`src/rtl/axil_bus_demux_pkg.sv`:
```
// axil_bus_demux_pkg
//   Shared definitions for the AXI-Lite 1:N demultiplexer: response codes,
//   write/read FSM state encodings and the decode index-width helper.
package axil_bus_demux_pkg;

  localparam int unsigned RESP_OKAY   = 0;
  localparam int unsigned RESP_SLVERR = 2;
  localparam int unsigned RESP_DECERR = 3;

  typedef enum logic [1:0] {
    W_IDLE,
    W_FWD,
    W_WAIT,
    W_BRESP
  } wr_state_t;

  typedef enum logic [1:0] {
    R_IDLE,
    R_FWD,
    R_WAIT,
    R_DATA
  } rd_state_t;

  // Port-index width; a single port still needs a 1-bit index signal.
  function automatic int idx_width(input int n);
    return (n > 1) ? $clog2(n) : 1;
  endfunction

endpackage

```
`src/rtl/axil_addr_decode.sv`:
```
// axil_addr_decode
//   Maps an address onto a downstream port index.
//   addr   : address to decode
//   index  : addr[SLOT_BITS +: idx_width(NUM_M)]
//   decerr : any address bit above the index field is set, or index >= NUM_M
module axil_addr_decode
  import axil_bus_demux_pkg::*;
#(
  parameter int ADDR_WIDTH = 8,
  parameter int NUM_M      = 2,
  parameter int SLOT_BITS  = 4
) (
  input  logic [ADDR_WIDTH-1:0]       addr,
  output logic [idx_width(NUM_M)-1:0] index,
  output logic                        decerr
);

  localparam int IDX_W = idx_width(NUM_M);

  logic [ADDR_WIDTH-1:0] region;

  // The window number above the slot offset: out-of-range high bits and
  // an index past the last port both show up as region >= NUM_M.
  always_comb begin
    region = addr >> SLOT_BITS;
    index  = region[IDX_W-1:0];
    decerr = (region >= ADDR_WIDTH'(NUM_M));
  end

endmodule

```
`src/rtl/axil_bus_demux.sv`:
```
// axil_bus_demux
//   AXI-Lite 1:NUM_M demultiplexer. One upstream slave port (s0_axi_*) is
//   routed to NUM_M downstream master ports (m_axi_*), each owning a
//   2**SLOT_BITS byte window. Independent write and read FSMs, one
//   outstanding transaction each; undecodable addresses answer DECERR.
//   axi_aclk / axi_areset : clock, synchronous active-high reset
//   s0_axi_aw*/w*/b*      : upstream write address / data / response
//   s0_axi_ar*/r*         : upstream read address / data
//   m_axi_*               : downstream channels, port i at slice [i*W +: W]
module axil_bus_demux
  import axil_bus_demux_pkg::*;
#(
  parameter int DATA_WIDTH = 32,
  parameter int ADDR_WIDTH = 8,
  parameter int RESP_WIDTH = 3,
  parameter int NUM_M      = 2,
  parameter int SLOT_BITS  = 4
) (
  input  logic                             axi_aclk,
  input  logic                             axi_areset,

  input  logic [ADDR_WIDTH-1:0]            s0_axi_awaddr,
  input  logic                             s0_axi_awvalid,
  output logic                             s0_axi_awready,
  input  logic [DATA_WIDTH-1:0]            s0_axi_wdata,
  input  logic [DATA_WIDTH/8-1:0]          s0_axi_wstrb,
  input  logic                             s0_axi_wvalid,
  output logic                             s0_axi_wready,
  output logic [RESP_WIDTH-1:0]            s0_axi_bresp,
  output logic                             s0_axi_bvalid,
  input  logic                             s0_axi_bready,
  input  logic [ADDR_WIDTH-1:0]            s0_axi_araddr,
  input  logic                             s0_axi_arvalid,
  output logic                             s0_axi_arready,
  output logic [DATA_WIDTH-1:0]            s0_axi_rdata,
  output logic [RESP_WIDTH-1:0]            s0_axi_rresp,
  output logic                             s0_axi_rvalid,
  input  logic                             s0_axi_rready,

  output logic [NUM_M*ADDR_WIDTH-1:0]      m_axi_awaddr,
  output logic [NUM_M-1:0]                 m_axi_awvalid,
  input  logic [NUM_M-1:0]                 m_axi_awready,
  output logic [NUM_M*DATA_WIDTH-1:0]      m_axi_wdata,
  output logic [NUM_M*(DATA_WIDTH/8)-1:0]  m_axi_wstrb,
  output logic [NUM_M-1:0]                 m_axi_wvalid,
  input  logic [NUM_M-1:0]                 m_axi_wready,
  input  logic [NUM_M*RESP_WIDTH-1:0]      m_axi_bresp,
  input  logic [NUM_M-1:0]                 m_axi_bvalid,
  output logic [NUM_M-1:0]                 m_axi_bready,
  output logic [NUM_M*ADDR_WIDTH-1:0]      m_axi_araddr,
  output logic [NUM_M-1:0]                 m_axi_arvalid,
  input  logic [NUM_M-1:0]                 m_axi_arready,
  input  logic [NUM_M*DATA_WIDTH-1:0]      m_axi_rdata,
  input  logic [NUM_M*RESP_WIDTH-1:0]      m_axi_rresp,
  input  logic [NUM_M-1:0]                 m_axi_rvalid,
  output logic [NUM_M-1:0]                 m_axi_rready
);

  localparam int IDX_W  = idx_width(NUM_M);
  localparam int STRB_W = DATA_WIDTH / 8;

  // ---------------------------------------------------------------- write
  wr_state_t             wr_state;
  logic                  aw_held, w_held;
  logic                  awready_q, wready_q;
  logic [ADDR_WIDTH-1:0] awaddr_q;
  logic [DATA_WIDTH-1:0] wdata_q;
  logic [STRB_W-1:0]     wstrb_q;
  logic [IDX_W-1:0]      widx_q;
  logic [NUM_M-1:0]      m_awvalid_q, m_wvalid_q, m_bready_q;
  logic                  bvalid_q;
  logic [RESP_WIDTH-1:0] bresp_q;

  logic [IDX_W-1:0]      wr_idx;
  logic                  wr_err;

  // Decoding the held address: AW may arrive before, with or after W.
  axil_addr_decode #(
    .ADDR_WIDTH (ADDR_WIDTH),
    .NUM_M      (NUM_M),
    .SLOT_BITS  (SLOT_BITS)
  ) u_wr_decode (
    .addr   (awaddr_q),
    .index  (wr_idx),
    .decerr (wr_err)
  );

  always_ff @(posedge axi_aclk) begin
    if (axi_areset) begin
      wr_state    <= W_IDLE;
      aw_held     <= 1'b0;
      w_held      <= 1'b0;
      awready_q   <= 1'b1;
      wready_q    <= 1'b1;
      awaddr_q    <= '0;
      wdata_q     <= '0;
      wstrb_q     <= '0;
      widx_q      <= '0;
      m_awvalid_q <= '0;
      m_wvalid_q  <= '0;
      m_bready_q  <= '0;
      bvalid_q    <= 1'b0;
      bresp_q     <= RESP_WIDTH'(RESP_OKAY);
    end else begin
      case (wr_state)
        W_IDLE: begin
          if (awready_q && s0_axi_awvalid) begin
            awaddr_q  <= s0_axi_awaddr;
            aw_held   <= 1'b1;
            awready_q <= 1'b0;
          end
          if (wready_q && s0_axi_wvalid) begin
            wdata_q  <= s0_axi_wdata;
            wstrb_q  <= s0_axi_wstrb;
            w_held   <= 1'b1;
            wready_q <= 1'b0;
          end
          if (aw_held && w_held) begin
            if (wr_err) begin
              bresp_q  <= RESP_WIDTH'(RESP_DECERR);
              bvalid_q <= 1'b1;
              wr_state <= W_BRESP;
            end else begin
              widx_q              <= wr_idx;
              m_awvalid_q[wr_idx] <= 1'b1;
              m_wvalid_q[wr_idx]  <= 1'b1;
              wr_state            <= W_FWD;
            end
          end
        end
        W_FWD: begin
          // AW and W retire independently; move on once neither is pending.
          if (m_awvalid_q[widx_q] && m_axi_awready[widx_q])
            m_awvalid_q <= '0;
          if (m_wvalid_q[widx_q] && m_axi_wready[widx_q])
            m_wvalid_q <= '0;
          if ((!m_awvalid_q[widx_q] || m_axi_awready[widx_q]) &&
              (!m_wvalid_q[widx_q]  || m_axi_wready[widx_q])) begin
            m_bready_q[widx_q] <= 1'b1;
            wr_state           <= W_WAIT;
          end
        end
        W_WAIT: begin
          if (m_axi_bvalid[widx_q]) begin
            bresp_q    <= m_axi_bresp[int'(widx_q)*RESP_WIDTH +: RESP_WIDTH];
            m_bready_q <= '0;
            bvalid_q   <= 1'b1;
            wr_state   <= W_BRESP;
          end
        end
        W_BRESP: begin
          if (s0_axi_bready) begin
            bvalid_q  <= 1'b0;
            aw_held   <= 1'b0;
            w_held    <= 1'b0;
            awready_q <= 1'b1;
            wready_q  <= 1'b1;
            wr_state  <= W_IDLE;
          end
        end
        default: wr_state <= W_IDLE;
      endcase
    end
  end

  assign s0_axi_awready = awready_q;
  assign s0_axi_wready  = wready_q;
  assign s0_axi_bvalid  = bvalid_q;
  assign s0_axi_bresp   = bresp_q;
  assign m_axi_awaddr   = {NUM_M{awaddr_q}};
  assign m_axi_wdata    = {NUM_M{wdata_q}};
  assign m_axi_wstrb    = {NUM_M{wstrb_q}};
  assign m_axi_awvalid  = m_awvalid_q;
  assign m_axi_wvalid   = m_wvalid_q;
  assign m_axi_bready   = m_bready_q;

  // ----------------------------------------------------------------- read
  rd_state_t             rd_state;
  logic                  arready_q;
  logic [ADDR_WIDTH-1:0] araddr_q;
  logic [IDX_W-1:0]      ridx_q;
  logic [NUM_M-1:0]      m_arvalid_q, m_rready_q;
  logic                  rvalid_q;
  logic [DATA_WIDTH-1:0] rdata_q;
  logic [RESP_WIDTH-1:0] rresp_q;

  logic [IDX_W-1:0]      rd_idx;
  logic                  rd_err;

  axil_addr_decode #(
    .ADDR_WIDTH (ADDR_WIDTH),
    .NUM_M      (NUM_M),
    .SLOT_BITS  (SLOT_BITS)
  ) u_rd_decode (
    .addr   (s0_axi_araddr),
    .index  (rd_idx),
    .decerr (rd_err)
  );

  always_ff @(posedge axi_aclk) begin
    if (axi_areset) begin
      rd_state    <= R_IDLE;
      arready_q   <= 1'b1;
      araddr_q    <= '0;
      ridx_q      <= '0;
      m_arvalid_q <= '0;
      m_rready_q  <= '0;
      rvalid_q    <= 1'b0;
      rdata_q     <= '0;
      rresp_q     <= RESP_WIDTH'(RESP_OKAY);
    end else begin
      case (rd_state)
        R_IDLE: begin
          if (s0_axi_arvalid) begin
            arready_q <= 1'b0;
            araddr_q  <= s0_axi_araddr;
            if (rd_err) begin
              rdata_q  <= '0;
              rresp_q  <= RESP_WIDTH'(RESP_DECERR);
              rvalid_q <= 1'b1;
              rd_state <= R_DATA;
            end else begin
              ridx_q              <= rd_idx;
              m_arvalid_q[rd_idx] <= 1'b1;
              rd_state            <= R_FWD;
            end
          end
        end
        R_FWD: begin
          if (m_axi_arready[ridx_q]) begin
            m_arvalid_q        <= '0;
            m_rready_q[ridx_q] <= 1'b1;
            rd_state           <= R_WAIT;
          end
        end
        R_WAIT: begin
          if (m_axi_rvalid[ridx_q]) begin
            rdata_q    <= m_axi_rdata[int'(ridx_q)*DATA_WIDTH +: DATA_WIDTH];
            rresp_q    <= m_axi_rresp[int'(ridx_q)*RESP_WIDTH +: RESP_WIDTH];
            m_rready_q <= '0;
            rvalid_q   <= 1'b1;
            rd_state   <= R_DATA;
          end
        end
        R_DATA: begin
          if (s0_axi_rready) begin
            rvalid_q  <= 1'b0;
            arready_q <= 1'b1;
            rd_state  <= R_IDLE;
          end
        end
        default: rd_state <= R_IDLE;
      endcase
    end
  end

  assign s0_axi_arready = arready_q;
  assign s0_axi_rvalid  = rvalid_q;
  assign s0_axi_rdata   = rdata_q;
  assign s0_axi_rresp   = rresp_q;
  assign m_axi_araddr   = {NUM_M{araddr_q}};
  assign m_axi_arvalid  = m_arvalid_q;
  assign m_axi_rready   = m_rready_q;

endmodule

```
`config.mk`:
```
export PLATFORM = sky130hd
export DESIGN_NAME = axil_bus_demux
export DESIGN_NICKNAME = d
export VERILOG_FILES = /design/src/rtl/axil_bus_demux_pkg.sv /design/src/rtl/axil_addr_decode.sv /design/src/rtl/axil_bus_demux.sv
export SDC_FILE = /design/constraint.sdc
export NUM_CORES = 1
export LEC_CHECK = 0
export CORE_ASPECT_RATIO = 0.8
export CORE_MARGIN = 5
export CORE_UTILIZATION = 39
export DETAILED_ROUTE_END_ITERATION = 10
export GPL_ROUTABILITY_DRIVEN = 1
export PLACE_DENSITY_LB_ADDON = 0.08
export RECOVER_POWER = 100
export SLEW_MARGIN = 20
export SYNTH_ARGS = -nofsm -noshare
export SYNTH_HDL_FRONTEND = slang
export SYNTH_SLANG_ARGS = --single-unit
```
`constraint.sdc`:
```
create_clock -name axi_aclk -period 2 [get_ports axi_aclk]
set_input_delay 0.3 -clock axi_aclk [delete_from_list [all_inputs] [get_ports axi_aclk]]
set_output_delay 0.3 -clock axi_aclk [all_outputs]
set_load 0.03 [all_outputs]
```
Yosys cells after proc, flatten, opt, wreduce, memory -nomap -nowiden
Index checks and enable logic that the tools add are counted.
Widths: inputs -> output; s select.
{"block": "word_totals", "rom_bits": 0, "latch_bits": 0, "register_bits": 113, "ram_bits": 0, "n_memories": 0, "elab_cells": 198, "inputBits": 145}
{"block": "classes", "n_eq_ne": 22, "n_lt_le_gt_ge": 10, "div": 0, "mul": 2, "addsub": 0, "n_shift": 3, "mux": 86, "n_reduce_logical": 45, "n_bitwise": 7}
{"cell": "$mux 32", "count": 3}
{"cell": "$pmux 32 s2", "count": 1}
{"cell": "$shiftx 64x7->32", "count": 1}
{"cell": "$mux 2", "count": 23}
{"cell": "$mux 1", "count": 33}
{"cell": "$ne 2x2->1 const B", "count": 15}
{"cell": "$reduce_and 4->1", "count": 7}
{"cell": "$reduce_and 3->1", "count": 7}
{"cell": "$pmux 2 s2", "count": 5}
{"cell": "$mux 3", "count": 6}
{"cell": "$pmux 2 s4", "count": 2}
{"cell": "$reduce_bool 2->1", "count": 8}
{"cell": "$pmux 3 s2", "count": 2}
{"cell": "$shiftx 6x4->3", "count": 2}
{"cell": "$logic_and 1x1->1", "count": 10}
{"cell": "$or 2x2->2", "count": 5}
{"cell": "$pmux 1 s2", "count": 5}
{"cell": "$reduce_and 5->1", "count": 2}
{"cell": "$eq 2x2->1 const B", "count": 4}
{"cell": "$ge 4x2->1 const B", "count": 2}
{"cell": "$lt 1x2->1 const B", "count": 4}
{"cell": "$mul 1x2->3 const B", "count": 2}
{"cell": "$pmux 1 s3", "count": 2}
{"cell": "$reduce_and 2->1", "count": 3}
{"cell": "other kinds (9)", "count": 21}

Logic depth before layout (Yosys ltp)
Gate-level depths: netlist of run 1.
{"block": "logic_depth", "depth_word": 8, "ltp_mapped": 8}

Cells and area by module
From an unflattened synthesis of run 1, not the netlist that was laid out.
{"block": "hier_totals", "cells_unflattened": 624, "area_unflattened_um2": 5340.1}
{"module": "axil_bus_demux", "instances": 1, "cells_each": 620, "seq_area_each_um2": 2262.2, "area_each_um2": 5312.6}
{"module": "axil_addr_decode", "instances": 2, "cells_each": 2, "seq_area_each_um2": 0.0, "area_each_um2": 13.8}

Least setup slack after synthesis of run 1
Ideal clock, no wire load.
{"block": "synth_path", "kind": "register to register", "from": "reg rd_state[0]", "to": "reg rdata_q[10], in the netlist s0_axi_rdata[10]", "t_arrival_ns": 1.541, "path_stages_with_launch": 8, "synth_period_minus_slack_ns": 1.611, "path_slack_ns": 0.389, "path_buffers": 2, "cell_sequence": "dfxtp_1 -> inv_1 -> ha_1 -> buf_2 -> nor2_1 -> clkbuf_1 -> o21ai_0 -> a21oi_1"}
{"block": "synth_between", "elab_chain_cells": 3, "word_cells_on_any_way": 8, "classes_between": "eq/ne: 4; mux: 1; reduce/logical: 3"}
{"element": "start, declared", "line_no": "axil_bus_demux.sv:178", "rtl": "rd_state_t rd_state;"}
{"element": "start signal, assigned", "line_no": "axil_bus_demux.sv:202", "rtl": "rd_state <= R_IDLE;"}
{"element": "start signal, assigned", "line_no": "axil_bus_demux.sv:221", "rtl": "rd_state <= R_DATA;"}
{"element": "start signal, assigned", "line_no": "axil_bus_demux.sv:225", "rtl": "rd_state <= R_FWD;"}
{"element": "$eq 2x2->1 / $logic_not 2->1 (equally long branches)", "line_no": "axil_bus_demux.sv:212", "rtl": "case (rd_state)"}
{"element": "$ne 2x2->1 (no source line) / $reduce_bool 2->1 (equally long branches)"}
{"element": "$reduce_and 4->1 (no source line)"}
{"element": "end signal, assigned", "line_no": "axil_bus_demux.sv:238", "rtl": "rdata_q <= m_axi_rdata[int'(ridx_q)*DATA_WIDTH +: DATA_WIDTH];"}
{"element": "end, declared", "line_no": "axil_bus_demux.sv:184", "rtl": "logic [DATA_WIDTH-1:0] rdata_q;"}
Several ways; a longest one is shown, not always the timed one.
A chain may end at the register's enable or synchronous reset.

Worst setup path in the final report of run 1
{"block": "layout_path", "from": "reg awaddr_q[7]", "to": "out m_axi_awaddr[7]"}
{"element": "start, declared", "line_no": "axil_bus_demux.sv:66", "rtl": "logic [ADDR_WIDTH-1:0] awaddr_q;"}
{"element": "start signal, assigned", "line_no": "axil_bus_demux.sv:108", "rtl": "awaddr_q <= s0_axi_awaddr;"}
{"element": "end, declared", "line_no": "axil_bus_demux.sv:40", "rtl": "output logic [NUM_M*ADDR_WIDTH-1:0] m_axi_awaddr,"}
No word-level cell between the ends.

==> impl_results.html, run 1 <==
<table>
<tr><th>Metric</th><th>Value</th></tr>
<tr><th colspan="2">Outcome</th></tr>
<tr><td>Run status</td><td>finished clean</td></tr>
<tr><th colspan="2">Placement</th></tr>
<tr><td>Number of instances in the placed design</td><td>1054</td></tr>
<tr><td>Placement Cell Area</td><td>8197 um^2</td></tr>
<tr><td>PortBufs</td><td>301</td></tr>
<tr><td>Final HPWL DP</td><td>14240 um</td></tr>
<tr><td>GP Congestion</td><td>0.8292</td></tr>
<tr><th colspan="2">Power and ir drop</th></tr>
<tr><td>Peak supply drop</td><td>615.3 uV</td></tr>
<tr><td>Leakage dissipation</td><td>3.687 nW</td></tr>
<tr><td>Power density over cell area</td><td>1227 nW/um^2</td></tr>
<tr><th colspan="2">Worst setup path</th></tr>
<tr><td>Worst path buffer plus inverter count</td><td>1</td></tr>
<tr><td>Kind of cell with the highest combined delay on the critical path</td><td>buffers and inverters</td></tr>
<tr><td>Setup CP Type</td><td>reg -&gt; out</td></tr>
<tr><td>Endpoint kind of the worst setup timing path</td><td>primary output</td></tr>
<tr><td>CP required</td><td>1.70 ns</td></tr>
<tr><td>Worst path cell trace</td><td>dlygate4sd3_1</td></tr>
<tr><td>Critical path peak fanout</td><td>4</td></tr>
<tr><td>Slowest cell on the critical path</td><td>dlygate4sd3_1</td></tr>
<tr><td>Largest stage delay on the critical path</td><td>0.78 ns</td></tr>
<tr><td>CP Launch Type</td><td>flop</td></tr>
<tr><td>WP data arrival</td><td>1.61 ns</td></tr>
<tr><th colspan="2">Timing</th></tr>
<tr><td>Share of the clock period used by the worst path after layout</td><td>95.37%</td></tr>
<tr><td>Upper clock frequency limit</td><td>524.3 MHz</td></tr>
<tr><td>Skew final</td><td>0.01011 ns</td></tr>
<tr><td>Hold Fails Final Rpt</td><td>0</td></tr>
<tr><td>Minimum hold slack</td><td>0.3127 ns</td></tr>
<tr><td>Setup repair after global routing missed its margin</td><td>no</td></tr>
<tr><td>Final slew viol count</td><td>0</td></tr>
<tr><td>Clock period minus final worst setup slack</td><td>1.907 ns</td></tr>
<tr><td>Finish-stage setup viols</td><td>0</td></tr>
<tr><td>Worst-margin pin slew</td><td>0.4519 ns</td></tr>
<tr><td>Normalized max-slew margin</td><td>69.69%</td></tr>
<tr><th colspan="2">CTS</th></tr>
<tr><td>CTS sink count</td><td>113</td></tr>
<tr><td>TritonCTS clock tree</td><td>built</td></tr>
<tr><td>CTS root buf</td><td>clkbuf_16</td></tr>
<tr><td>Clock transition at the register clock pins on the worst setup and hold paths after CTS</td><td>0.05 ns</td></tr>
<tr><td>Inserted Clock Buffers</td><td>17</td></tr>
<tr><td>Max H-tree Level</td><td>4</td></tr>
<tr><td>Worst-case clock buffer depth</td><td>2</td></tr>
<tr><td>Clock insertion delay at the later pin of the skew report</td><td>0.40 ns</td></tr>
<tr><th colspan="2">Cells and area</th></tr>
<tr><td>Post-route non-filler standard cell count</td><td>1092</td></tr>
<tr><td>Final design area excluding fillers</td><td>8886 um^2</td></tr>
<tr><td>Fraction of final layout cells with drive strength greater than 1</td><td>10.53%</td></tr>
<tr><td>Antenna diodes</td><td>0</td></tr>
<tr><td>Count of nets after finishing</td><td>1052</td></tr>
<tr><td>Signed area change from the synthesized netlist to the final layout</td><td>65.59%</td></tr>
<tr><th colspan="2">Global routing</th></tr>
<tr><td>Gr usage total</td><td>22.65%</td></tr>
<tr><td>Peak-usage layer in the global routing report</td><td>met2</td></tr>
<tr><td>Number of global-route vias before repair</td><td>5557</td></tr>
<tr><td>Met1 Track Usage GR</td><td>26.87%</td></tr>
<tr><td>Wire length of the first global-routing pass</td><td>29360 um</td></tr>
<tr><td>Largest net degree at the start of global routing</td><td>44</td></tr>
<tr><td>Met3 usage</td><td>6.528%</td></tr>
<tr><td>Remaining global-route overflow</td><td>0</td></tr>
<tr><td>Met2 layer usage reported by global route</td><td>38.97%</td></tr>
<tr><td>Antenna violations before repair</td><td>0</td></tr>
<tr><th colspan="2">Synthesis</th></tr>
<tr><td>Library cell with the highest instance count after synthesis</td><td>nand2_1</td></tr>
<tr><td>Cell types with the largest area share after synthesis</td><td>dfxtp_1, a21oi_1, nand2_1</td></tr>
<tr><td>Mapped Area</td><td>5366 um^2</td></tr>
<tr><td>Synth top area share</td><td>42.15%</td></tr>
<tr><td>Synthesized flop and latch total</td><td>113</td></tr>
<tr><td>Top cell types by occurrence after synthesis</td><td>nand2_1, dfxtp_1, a21oi_1</td></tr>
<tr><td>Fraction of the yosys area taken by sequential cells</td><td>42.15%</td></tr>
<tr><td>Number of enable-type register cells in the synthesized netlist</td><td>0</td></tr>
<tr><td>Cell taking the most area after synthesis</td><td>dfxtp_1</td></tr>
<tr><td>Synthesized area divided by synthesized cell count</td><td>8.269 um^2</td></tr>
<tr><td>Mapped Cells</td><td>649</td></tr>
<tr><td>Number of unique standard cell types used by synthesis</td><td>45</td></tr>
<tr><td>Synthesis Warnings</td><td>0</td></tr>
<tr><td>Post-synth net total</td><td>802</td></tr>
<tr><td>Post-synthesis async set-or-reset flop share</td><td>0%</td></tr>
<tr><td>Primary FF master, synth</td><td>dfxtp_1</td></tr>
<tr><th colspan="2">Min path</th></tr>
<tr><td>Min-Delay Path Class</td><td>in -&gt; reg</td></tr>
<tr><th colspan="2">Route</th></tr>
<tr><td>1st-pass router iterations</td><td>6</td></tr>
<tr><td>Number of DRC markers in iteration 0</td><td>317</td></tr>
<tr><td>Routed vias</td><td>5588</td></tr>
<tr><td>Drt drc</td><td>0</td></tr>
<tr><td>Number of vias per cell</td><td>5.117</td></tr>
<tr><td>Average detailed-routed wire length per instance</td><td>17.41 um</td></tr>
<tr><td>Antenna violation net count after detailed routing</td><td>0</td></tr>
<tr><td>Final Routed Wirelength</td><td>19010 um</td></tr>
<tr><th colspan="2">Floorplan</th></tr>
<tr><td>Die extent in x</td><td>141.2 um</td></tr>
<tr><td>Placement Rows</td><td>38</td></tr>
<tr><td>Initial core utilization</td><td>39.74%</td></tr>
<tr><td>Core Box Area</td><td>13500 um^2</td></tr>
<tr><td>Die boundary height</td><td>114.9 um</td></tr>
<tr><td>Die footprint</td><td>16220 um^2</td></tr>
<tr><td>I/O pins</td><td>302</td></tr>
<tr><th colspan="2">Flow run</th></tr>
<tr><td>Max Cap Violations</td><td>0</td></tr>
</table>
area by class of cell:
type | count | area (um^2)
Multi-Input combinational cell | 424 | 2475
Fill cell | 1099 | 4617
Tap cell | 180 | 225.2
Clock buffer | 19 | 432.9
Timing Repair Buffer | 327 | 3219
Sequential cell | 113 | 2263
Inverter | 16 | 60.06
Clock inverter | 13 | 210.2
cell usage in the layout, fill, tap and decap left out, types with 10 or more instances in the layout:
| master | synthesis | final |
|---|---|---|
| nand3_1 | 37 | 37 |
| buf_4 | 53 | 21 |
| nor2_1 | 11 | 10 |
| o21ai_0 | 38 | 38 |
| a21oi_1 | 95 | 95 |
| dlygate4sd3_1 | 0 | 155 |
| dfxtp_1 | 113 | 112 |
| mux2i_1 | 10 | 10 |
| clkbuf_16 | 0 | 17 |
| mux2_2 | 34 | 33 |
| inv_1 | 16 | 16 |
| nand2_1 | 118 | 118 |
| clkdlybuf4s50_1 | 0 | 145 |
stage by stage:
step | worst slack, ns | power (W) | util, % | TNS [ns]
after global routing | 0.01641 | 0.01148 | 65.81 | 0
after global placement | -0.07390 | 0.007598 | 60.70 | -0.7328
after floorplan | 0.3889 | 0.005931 | - | 0
after detailed placement | -0.1664 | 0.007735 | 60.70 | -3.484
after CTS | 0.1030 | 0.01112 | 65.67 | 0
final | 0.09259 | 0.01090 | 65.81 | 0
registers in the layout (all words and copies together) (netlist names), 2 cells and up:
| register | count |
|---|---|
| s0_axi_rdata | 32 |
| wdata_q | 32 |
| araddr_q | 8 |
| awaddr_q | 8 |
| wstrb_q | 4 |
| s0_axi_bresp | 3 |
| s0_axi_rresp | 3 |
| m_axi_arvalid | 2 |
| m_axi_awvalid | 2 |
| m_axi_bready | 2 |
| m_axi_rready | 2 |
| m_axi_wvalid | 2 |
| rd_state | 2 |
| wr_state | 2 |
metal layers:
metal | wire length, um | share of wire (%)
met5 | 0 | 0
met4 | 561 | 3.0
met3 | 1414 | 7.4
met2 | 9479 | 50
met1 | 7552 | 40
report_power, final:
part	switching [W]	internal [W]	total, W
Combinational	0.00287	0.00178	0.00465
Sequential	0.000292	0.00267	0.00297
Clock	0.00107	0.00221	0.00328
worst paths after layout:
path / startpoint / endpoint / slack (ns) / cells after the start
setup / recovery: awaddr_q[7] / m_axi_awaddr[7] / 0.09 / 1
hold / removal: axi_areset / widx_q / 0.31 / 2
setup reg to reg: rd_state[0] / s0_axi_rdata[19] / 0.20 / 6
hold reg to reg: wdata_q[20] / wdata_q[20] / 0.46 / 2
repair_timing:
| action | CTS | global route |
|---|---|---|
| gates cloned | 1 | 0 |
| hold buffers | 0 | 0 |
| pin swaps | 2 | 1 |
| endpoints found under the setup margin | 20 | 6 |
| gates resized for setup | 0 | 0 |
| setup buffers | 2 | 3 |
cell families after synthesis:
family | after synthesis | share of synthesized area, %
AO/OA/AOI/OAI | 180 | 19.52
buffers and inverters | 113 | 11.91
adder cells (fa/ha/maj) | 8 | 1.865
flip-flops | 113 | 42.15
AND/OR/NAND/NOR | 190 | 15.29
multiplexers | 45 | 9.256
Power figures use the tool's default switching activity.
==> run 2: changes to the inputs <==
--- a/config.mk
+++ b/config.mk
@@ -5,9 +5,11 @@
 export SDC_FILE = /design/constraint.sdc
 export NUM_CORES = 1
 export LEC_CHECK = 0
+export CAP_MARGIN = 20
 export CORE_ASPECT_RATIO = 0.8
 export CORE_MARGIN = 5
 export CORE_UTILIZATION = 39
+export CTS_CLUSTER_DIAMETER = 120
 export DETAILED_ROUTE_END_ITERATION = 10
 export GPL_ROUTABILITY_DRIVEN = 1
 export PLACE_DENSITY_LB_ADDON = 0.08
==> results of run 2 <==
Final layout, timing and power as in run 1 (identical DEF).
